===== config.mk =====
export PLATFORM = sky130hd
export DESIGN_NAME = conv2_k_mem_write_flat
export DESIGN_NICKNAME = d
export VERILOG_FILES = /design/src/rtl/conv_pkg.sv /design/src/rtl/conv2_k_mem_write_if.sv /design/src/rtl/k_unpack_2to1.sv /design/src/rtl/conv2_k_mem_write.sv /design/src/flat_wrapper.sv
export SDC_FILE = /design/constraint.sdc
export NUM_CORES = 1
export LEC_CHECK = 0
export CAP_MARGIN = 20
export CORE_MARGIN = 5
export CORE_UTILIZATION = 50
export DETAILED_ROUTE_END_ITERATION = 7
export PLACE_DENSITY = 0.85
export SETUP_SLACK_MARGIN = 0.3
export SLEW_MARGIN = 20
export SYNTH_ARGS = -nofsm -noshare
export SYNTH_HDL_FRONTEND = slang
export SYNTH_SLANG_ARGS = --single-unit

===== constraint.sdc =====
create_clock -name clk -period 2.25 [get_ports clk]
set_clock_uncertainty 0.15 [all_clocks]
set_input_delay 0.3375 -clock clk [delete_from_list [all_inputs] [get_ports clk]]
set_output_delay 0.3375 -clock clk [all_outputs]
set_load 0.005 [all_outputs]

===== src/rtl/conv_pkg.sv =====
// Shared conv2 constants and types for the kernel weight loader.
// Weight count, kernel size and write-side FSM encoding live here.
package conv_pkg;
  localparam int CONV2_N_WEIGHTS = 150;
  localparam int CONV2_K_SIZE    = 25;
  localparam int CONV2_HALF      = 75;
  localparam int CONV2_W_W       = 16;

  typedef logic [CONV2_W_W-1:0] w_t;

  typedef enum logic [1:0] {
    IDLE = 2'd0,
    LOAD = 2'd1,
    DONE = 2'd2
  } k_wr_state_t;
endpackage


===== src/rtl/conv2_k_mem_write_if.sv =====
// Loader beat channel: 32-bit beats carrying two packed weights, valid/ready.
// The master is the host-side loader, the slave is the weight writer.
interface conv2_k_mem_write_if;
  logic        in_valid;
  logic [31:0] in_data;
  logic        in_ready;

  modport master (output in_valid, output in_data, input in_ready);
  modport slave  (input in_valid, input in_data, output in_ready);
endinterface


===== src/rtl/k_unpack_2to1.sv =====
// Splits each accepted 32-bit beat into two 16-bit writes, low half first.
// Latency: low half out 1 cycle after the handshake edge, high half 1 cycle later.
// Backpressure: in_ready low while the high half is still held or all beats were taken.
module k_unpack_2to1
  import conv_pkg::*;
#(
  parameter int W_W     = CONV2_W_W,
  parameter int N_BEATS = CONV2_HALF
) (
  input  logic               clk,
  input  logic               reset_n,
  conv2_k_mem_write_if.slave ld,
  input  logic               en,
  input  logic               clr,
  output logic               we,
  output logic [W_W-1:0]     wdata
);
  localparam int              BC_W     = $clog2(N_BEATS + 1);
  localparam logic [BC_W-1:0] LAST_CNT = BC_W'(N_BEATS);

  logic [W_W-1:0]  hold_hi;
  logic            hi_pend;
  logic [BC_W-1:0] beat_cnt;
  logic            take;

  // The high half is presented in the cycle after hi_pend clears, so a new beat
  // can be taken while it is on the bus, giving back-to-back writes.
  assign ld.in_ready = en && !hi_pend && (beat_cnt != LAST_CNT);
  assign take        = ld.in_valid && ld.in_ready;

  always_ff @(posedge clk or negedge reset_n) begin
    if (!reset_n) begin
      hold_hi  <= '0;
      hi_pend  <= 1'b0;
      beat_cnt <= '0;
      we       <= 1'b0;
      wdata    <= '0;
    end else begin
      if (clr) begin
        beat_cnt <= '0;
      end else if (take) begin
        beat_cnt <= beat_cnt + BC_W'(1);
      end

      if (take) begin
        we      <= 1'b1;
        wdata   <= ld.in_data[W_W-1:0];
        hold_hi <= ld.in_data[2*W_W-1:W_W];
        hi_pend <= 1'b1;
      end else if (hi_pend) begin
        we      <= 1'b1;
        wdata   <= hold_hi;
        hi_pend <= 1'b0;
      end else begin
        we      <= 1'b0;
      end
    end
  end
endmodule


===== src/rtl/conv2_k_mem_write.sv =====
// Loads the conv2 kernel weights into weight memory at addresses 0..N_WEIGHTS-1.
// Latency: first write 1 cycle after the first beat handshake; done 1 cycle after the last write.
// Backpressure: at most one beat per two cycles; no beats accepted outside LOAD.
module conv2_k_mem_write
  import conv_pkg::*;
#(
  parameter int W_W       = CONV2_W_W,
  parameter int N_WEIGHTS = CONV2_N_WEIGHTS,
  parameter int K_SIZE    = CONV2_K_SIZE,
  parameter int ADDR_W    = 8
) (
  input  logic               clk,
  input  logic               reset_n,
  input  logic               start,
  conv2_k_mem_write_if.slave ld,
  output logic               mem_we,
  output logic [ADDR_W-1:0]  mem_addr,
  output logic [W_W-1:0]     mem_wdata,
  output logic [2:0]         kernel_idx,
  output logic               busy,
  output logic               done,
  output logic               error
);
  localparam logic [ADDR_W-1:0] LAST_ADDR = ADDR_W'(N_WEIGHTS - 1);
  localparam int                KC_W      = $clog2(K_SIZE);
  localparam logic [KC_W-1:0]   K_LAST    = KC_W'(K_SIZE - 1);

  k_wr_state_t     state;
  logic [KC_W-1:0] kcnt;
  logic            start_acc;

  assign start_acc = start && (state != LOAD);
  assign busy      = (state == LOAD);
  assign done      = (state == DONE);

  k_unpack_2to1 #(
    .W_W     (W_W),
    .N_BEATS (N_WEIGHTS / 2)
  ) u_unpack (
    .clk     (clk),
    .reset_n (reset_n),
    .ld      (ld),
    .en      (state == LOAD),
    .clr     (start_acc),
    .we      (mem_we),
    .wdata   (mem_wdata)
  );

  always_ff @(posedge clk or negedge reset_n) begin
    if (!reset_n) begin
      state      <= IDLE;
      mem_addr   <= '0;
      kcnt       <= '0;
      kernel_idx <= '0;
      error      <= 1'b0;
    end else begin
      // An accepted start clears the flag even if a stray beat arrives with it.
      if (start_acc) begin
        error <= 1'b0;
      end else if ((ld.in_valid && state != LOAD) || (start && state == LOAD)) begin
        error <= 1'b1;
      end

      case (state)
        IDLE, DONE: begin
          if (start) begin
            state      <= LOAD;
            mem_addr   <= '0;
            kcnt       <= '0;
            kernel_idx <= '0;
          end
        end
        LOAD: begin
          // mem_addr tracks the address on the bus; it moves only after a write.
          if (mem_we) begin
            if (mem_addr == LAST_ADDR) begin
              state <= DONE;
            end else begin
              mem_addr <= mem_addr + ADDR_W'(1);
              if (kcnt == K_LAST) begin
                kcnt       <= '0;
                kernel_idx <= kernel_idx + 3'd1;
              end else begin
                kcnt <= kcnt + KC_W'(1);
              end
            end
          end
        end
        default: state <= IDLE;
      endcase
    end
  end
endmodule

===== src/flat_wrapper.sv =====
// flat-port wrapper written by rule: the top's interface ports become plain ports
module conv2_k_mem_write_flat import conv_pkg::*;
#(
  parameter int W_W       = CONV2_W_W,
  parameter int N_WEIGHTS = CONV2_N_WEIGHTS,
  parameter int K_SIZE    = CONV2_K_SIZE,
  parameter int ADDR_W    = 8
)
  (clk, reset_n, start, mem_we, mem_addr, mem_wdata, kernel_idx, busy, done, error, ld_in_valid, ld_in_data, ld_in_ready);
  conv2_k_mem_write_if ld_i ();
  input  logic clk;
  input  logic reset_n;
  input  logic start;
  output logic mem_we;
  output logic [ADDR_W-1:0] mem_addr;
  output logic [W_W-1:0] mem_wdata;
  output logic [2:0] kernel_idx;
  output logic busy;
  output logic done;
  output logic error;
  input wire logic [$bits(ld_i.in_valid)-1:0] ld_in_valid;
  input wire logic [$bits(ld_i.in_data)-1:0] ld_in_data;
  output wire logic [$bits(ld_i.in_ready)-1:0] ld_in_ready;
  assign ld_i.in_valid = ld_in_valid;
  assign ld_i.in_data = ld_in_data;
  assign ld_in_ready = ld_i.in_ready;
  conv2_k_mem_write #(.W_W(W_W), .N_WEIGHTS(N_WEIGHTS), .K_SIZE(K_SIZE), .ADDR_W(ADDR_W)) u_core (.clk(clk), .reset_n(reset_n), .start(start), .ld(ld_i), .mem_we(mem_we), .mem_addr(mem_addr), .mem_wdata(mem_wdata), .kernel_idx(kernel_idx), .busy(busy), .done(done), .error(error));
endmodule

==> summary.txt, run 1 <==
Initial Util -> 51.9%
Status -> finished clean
Distinct cells, synth -> 49
Worst-Margin Slew -> 0.339 ns
Initial antenna violation count -> 0
Max Freq -> 497 MHz
Power Density -> 1230 nW/um^2
TNS Setup -> 0 ns
Final setup vio count -> 0
Final Power -> 5.00 mW
DR WL met2 -> 3380 um
Worst-path clk slew -> 0.07 ns
Buffers on Ports -> 67
Synth warn -> 0
Final period util -> 89.5%
Asr flop ratio synth -> 100%
Clk_lat worst skew -> 0.34 ns
Vias -> 2255
Routed met3 length -> 472 um
CP required -> 2.32 ns
Mapped Nets -> 293
Die area -> 7360 um^2
Slew Viols, Final -> 0
TritonCTS Sinks -> 60
Seq/Total Area, Yosys -> 52.3%
Seq cells post-synth -> 60
DRC violations left -> 0
Post-Layout Inst Area -> 4050 um^2
Post-synth top flop -> dfrtp_1
First-pass GRT wire length -> 11000 um
CTS Buf Count -> 9
GR Overflow Total -> 0
Inserted Diodes -> 0
Critical path's slowest cell -> dfrtp_1
CTS tree -> built
Clock Root Buffer -> clkbuf_8
HPWL Detailed -> 4200 um
WHS -> 0.368 ns
Gate Count Post-Synth -> 251
H-Tree Depth -> 3
Maximum clock path buffer count -> 2
Area Overhead vs Synth -> 41.1%
Leak -> 1.81 nW
# rows -> 27
Dpl cells -> 386
Pre-antenna DRT Iters -> 5
Unrepaired setup endpoints after global routing -> true
Vias in the first global route -> 2276
Data arrival, critical path -> 2.08 ns
WL per Instance -> 16.6 um
Post-DP Area -> 3630 um^2
Top Layer Used -> met4
Layout cells sized above 1 -> 19.1%
Post-route ant nets -> 0
Largest net degree at the start of global routing -> 61
CP peak stage delay -> 0.39 ns
Startpoint Class -> register
Critical path type -> reg2reg
Chip Width -> 85.8 um
DRT Wirelength -> 6940 um
Met1 WL -> 2980 um
Crit. End Element -> register
Post-synth EDFFs -> 0
Synthesized area -> 2870 um^2
Crit path max fanout -> 7
Max rail drop VDD -> 0.000718 V
GP Congestion -> 0.862
# Max-Cap Violations -> 0
Worst rel slew slack -> 77.2%
Final Non-Filler Cells -> 418
Avg Cell Area, Syn -> 11.4 um^2
I/O pins -> 68
Final Hold Viols -> 0
Critical path cell sequence -> ha_2, nand4b_1, buf_4, o311a_4, clkbuf_16, mux2_4
Via density -> 5.39
Die Y -> 85.8 um
Nets -> 383
CORE AREA -> 5540 um^2
Initial drt markers -> 83
Minimum clock period after layout -> 2.01 ns
Total Routing Usage GR -> 19.0%
Worst Hold Class -> reg2reg
-- kinds of logic (layout without fill, tap and decap cells) --
logic type,Yosys count,after routing,synth area share [%]
compound gates,44,44,9.45
xor+xnor,5,5,1.52
fa+ha+maj,6,6,2.61
buf+inv,18,113,3.53
flops,60,60,52.3
mux,41,41,16.4
simple gates,77,77,14.2
-- registers in the layout (all words and copies together), names as in the netlist --
signal and count:
u_core.error 1, u_core.kcnt 5, u_core.kernel_idx 3, u_core.mem_addr 8, u_core.state 2, u_core.u_unpack.beat_cnt 7
u_core.u_unpack.hi_pend 1, u_core.u_unpack.hold_hi 16, u_core.u_unpack.wdata 16, u_core.u_unpack.we 1
-- cell type report --
| cell class | instances | area [um^2] |
|---|---|---|
| sequential | 60 | 1500 |
| fill | 425 | 1490 |
| multi-input combinational | 173 | 1310 |
| timing repair buffer | 89 | 903 |
| clock buffer | 11 | 141 |
| tap | 72 | 90.1 |
| clock inverter | 5 | 75.1 |
| inverter | 8 | 30.0 |
-- layer usage --
layer / up-vias / GRT usage, %
met1: 1101 / 24.6
met4: 0 / 6.04
met3: 13 / 7.30
li1: 1067 / -
met5: - / 0
met2: 74 / 29.4
-- cell usage in the layout (no fill, tap or decap), types with 2 or more instances in the layout --
cell type        count
nand2b_1             2
clkinv_2             3
xnor2_1              3
a31oi_1              2
mux2_4              11
clkdlybuf4s50_1     63
bufinv_16            2
ha_1                 5
a22o_1               2
dlygate4sd2_1        2
dfrtp_1             58
o21ai_1              8
nor3_1               2
clkbuf_8            10
a21oi_1              3
clkbuf_16            3
nand3_1              8
nand2_1             36
xor2_1               2
nand4b_1             2
mux2_2               5
and4_1               2
nor2_1               7
buf_4               16
nand3b_1             2
inv_1                7
buf_12               2
o21ai_0             18
and3_1               2
mux2i_1             24
dfrtp_2              2
-- worst max-delay path, delay by kind of cell, from the launching register on --
family	cells	cell delay, ns
DFF	1	0.39
buffers and inverters	2	0.36
AOI/OAI and AO/OA	1	0.36
muxes	1	0.29
adders and majority gates	1	0.20
and+or+nand+nor	1	0.14
-- Yosys cell counts (all sizes together), types with 2 or more instances --
cell type | count | share of area [%]
buf | 8 | 2.2
nand2b | 3 | 0.65
nand4b | 2 | 0.61
nand4 | 2 | 0.65
o21ai | 26 | 4.5
nand3 | 8 | 1.4
nand3b | 2 | 0.52
nor2 | 7 | 0.91
and4 | 2 | 0.61
clkbuf | 2 | 0.26
a21oi | 3 | 0.52
xnor2 | 3 | 0.91
nand2 | 36 | 4.7
mux2i | 25 | 8.7
nor3 | 2 | 0.35
ha | 6 | 2.6
inv | 8 | 1.0
dfrtp | 60 | 52
a22o | 2 | 0.61
mux2 | 16 | 7.7
xor2 | 2 | 0.61
nor3b | 2 | 0.91
and3 | 2 | 0.44
a31oi | 2 | 0.44
-- what timing repair did --
action | 4_1_cts | 5_1_grt
endpoints found under the setup margin | 14 | 42
buffers inserted | 9 | 3
pin swaps | 1 | 3
gates resized for setup | 10 | 13
hold buffers | 1 | 0
cloned | 0 | 3
hold endpoints to repair | 60 | 0
-- final timing paths --
kind,start,endpoint,slack (ns),depth (start not counted)
min reg2reg,u_core.u_unpack.hold_hi[4],u_core.u_unpack.hold_hi[4],0.37,1
max reg2reg,u_core.u_unpack.beat_cnt[0],u_core.u_unpack.hold_hi[8],0.24,6
max in group asynchronous,reset_n,u_core.state[0],1.29,3
max,u_core.u_unpack.beat_cnt[0],u_core.u_unpack.hold_hi[8],0.24,6
min,u_core.u_unpack.hold_hi[4],u_core.u_unpack.hold_hi[4],0.37,1
min in group asynchronous,reset_n,u_core.kernel_idx[0],0.39,3
-- power by group --
group	switching, mW	internal (mW)
Combinational	0.833	1.21
Sequential	0.376	1.51
Clock	0.422	0.649
-- metrics by stage --
step                setup slack, ns  utilization, %
floorplan                     0.395               -
global placement              0.335            65.5
detailed placement            0.278            65.5
CTS                           0.277            71.0
global route                  0.151            73.1
finish                        0.236            73.1
Note: power is estimated with default switching activity, not from simulation.
==> run 2: changes to the inputs <==
Settings changed: CTS_CLUSTER_DIAMETER from default to 30.
==> results of run 2 <==
The final DEF is identical to that of run 1; final timing and power are the same.
==> run 3: changes to the inputs <==
Settings changed: RECOVER_POWER from default to 25.
==> run 3 against run 2 <==
Compared with the run above: setup slack lost 0.00055 ns; design area shrank 0.31%; total power is essentially flat; non-clock buffer count is the same; via count is essentially flat; cell count is the same; first-iteration DRC count grew 8.4%; core utilization shrank 0.23 points; clock power is essentially flat; critical endpoint unchanged; largest cell class unchanged.
==> summary.txt, run 3 (synthesized netlist as in run 1, its figures left out) <==
Status -> finished clean (unchanged)
Minimum clock period after layout -> 2.01 ns (about the same)
Initial Util -> 51.9% (unchanged)
Unrepaired setup endpoints after global routing -> true (unchanged)
Worst Hold Class -> reg2reg (unchanged)
I/O pins -> 68 (unchanged)
GP Congestion -> 0.862 (unchanged)
Max Freq -> 496 MHz (was 497 MHz)
Slew Viols, Final -> 0 (unchanged)
CTS tree -> built (unchanged)
Layout cells sized above 1 -> 19.1% (unchanged)
# Max-Cap Violations -> 0 (unchanged)
Die Y -> 85.8 um (unchanged)
CP required -> 2.32 ns (about the same)
Clk_lat worst skew -> 0.34 ns (about the same)
Leak -> 1.80 nW (was 1.81 nW)
Area Overhead vs Synth -> 40.6% (was 41.1%)
First-pass GRT wire length -> 11000 um (unchanged)
DRC violations left -> 0 (unchanged)
Initial drt markers -> 90 (was 83)
Worst-Margin Slew -> 0.791 ns (was 0.339 ns)
Nets -> 383 (unchanged)
Worst rel slew slack -> 47.3% (was 77.2%)
GR Overflow Total -> 0 (unchanged)
Commonest cells after routing, fill and taps aside -> clkdlybuf4s50_1 (63), dfrtp_1 (58), nand2_1 (36), mux2i_1 (24), o21ai_0 (18) (unchanged)
Crit. End Element -> register (unchanged)
Startpoint Class -> register (unchanged)
Post-route ant nets -> 0 (unchanged)
Filler instances -> 427 (was 425)
Die area -> 7360 um^2 (unchanged)
Max rail drop VDD -> 0.000718 V (about the same)
Final setup vio count -> 0 (unchanged)
Vias in the first global route -> 2276 (unchanged)
Pre-antenna DRT Iters -> 4 (was 5)
Final Hold Viols -> 0 (unchanged)
# rows -> 27 (unchanged)
DRT Wirelength -> 6900 um (was 6940 um)
Clock Root Buffer -> clkbuf_8 (unchanged)
WL per Instance -> 16.5 um (was 16.6 um)
Maximum clock path buffer count -> 2 (unchanged)
Via density -> 5.40 (was 5.39)
Final period util -> 89.5% (about the same)
Critical path type -> reg2reg (unchanged)
HPWL Detailed -> 4200 um (unchanged)
Vias -> 2256 (was 2255)
Power Density -> 1240 nW/um^2 (was 1230 nW/um^2)
CP peak stage delay -> 0.39 ns (about the same)
CTS Buf Count -> 9 (unchanged)
Total Routing Usage GR -> 19.0% (unchanged)
Critical path cell sequence -> ha_2, nand4b_1, buf_4, o311a_4, clkbuf_16, mux2_4 (unchanged)
Buffers on Ports -> 67 (unchanged)
Initial antenna violation count -> 0 (unchanged)
Data arrival, critical path -> 2.08 ns (about the same)
Inserted Diodes -> 0 (unchanged)
Crit path buffers/inverters -> 2 (unchanged)
WHS -> 0.368 ns (about the same)
CORE AREA -> 5540 um^2 (unchanged)
Largest net degree at the start of global routing -> 61 (unchanged)
Commonest non-fill, non-tap cell in the layout -> clkdlybuf4s50_1 (unchanged)
Top Registers -> u_core.u_unpack.hold_hi: 16 flops, u_core.u_unpack.wdata: 16 flops, u_core.mem_addr: 8 flops (unchanged)
Critical path's slowest cell -> dfrtp_1 (unchanged)
TNS Setup -> 0 ns (unchanged)
Chip Width -> 85.8 um (unchanged)
H-Tree Depth -> 3 (unchanged)
TritonCTS Sinks -> 60 (unchanged)
Top Family by Delay on Critical Path -> flip-flops (unchanged)
Crit path max fanout -> 7 (unchanged)
Worst-path clk slew -> 0.07 ns (about the same)
run 3: worst register-to-register path, stage by stage (launching register included):
cell and delay (ns):
dfrtp_1 0.39, ha_2 0.20, nand4b_1 0.14, buf_4 0.17, o311a_4 0.37, clkbuf_16 0.19
mux2_4 0.29
run 3: report_power, final:
part / leakage [nW] / internal [mW] / switching [mW]
combinational: 0.964 / 1.20 / 0.832
clock: 0.113 / 0.649 / 0.422
sequential: 0.725 / 1.51 / 0.376
run 3: area by class of cell:
cell class | count | area [um^2] | area share [%]
tap | 72 | 90.1 | 2.23
sequential | 60 | 1500 | 37.2
multi-input combinational | 173 | 1310 | 32.4
inverter | 8 | 30.0 | 0.743
clock inverter | 5 | 75.1 | 1.86
timing repair buffer | 89 | 891 | 22.1
clock buffer | 11 | 141 | 3.50
run 3: path summary, 6_finish.rpt:
check,from,end,slack [ns],cells past startpoint
max,u_core.u_unpack.beat_cnt[0],u_core.u_unpack.hold_hi[8],0.24,6
max in group asynchronous,reset_n,u_core.state[0],0.82,3
min,u_core.u_unpack.hold_hi[4],u_core.u_unpack.hold_hi[4],0.37,1
min in group asynchronous,reset_n,u_core.kernel_idx[0],0.59,3
min reg2reg,u_core.u_unpack.hold_hi[4],u_core.u_unpack.hold_hi[4],0.37,1
max reg2reg,u_core.u_unpack.beat_cnt[0],u_core.u_unpack.hold_hi[8],0.24,6
run 3: layer usage:
metal / share of wire, % / GRT usage (%) / routed length (um) / vias up
met4: 1.7 / 6.04 / 116 / 0
met3: 7.0 / 7.30 / 486 / 16
met1: 42 / 24.6 / 2930 / 1093
li1: - / - / - / 1067
met2: 49 / 29.4 / 3370 / 80
met5: 0 / 0 / 0 / -
run 3: metrics by stage:
stage | cell area (um^2) | power, mW | util [%] | setup WS, ns | cells
floorplan | 2870 | 2.81 | - | 0.395 | 251
global placement | 3630 | 3.58 | 65.5 | 0.335 | 386
detailed placement | 3630 | 3.65 | 65.5 | 0.278 | 386
CTS | 3930 | 4.81 | 71.0 | 0.277 | 412
global route | 4040 | 5.34 | 72.9 | 0.151 | 418
finish | 4040 | 4.99 | 72.9 | 0.235 | 418
run 3: repair_timing:
item	4_1_cts	5_1_grt
resized for setup	10	13
pin swaps	1	3
setup buffers	9	3
hold endpoints to repair	60	0
gates cloned	0	3
setup endpoints to repair	14	42
hold buffers	1	0
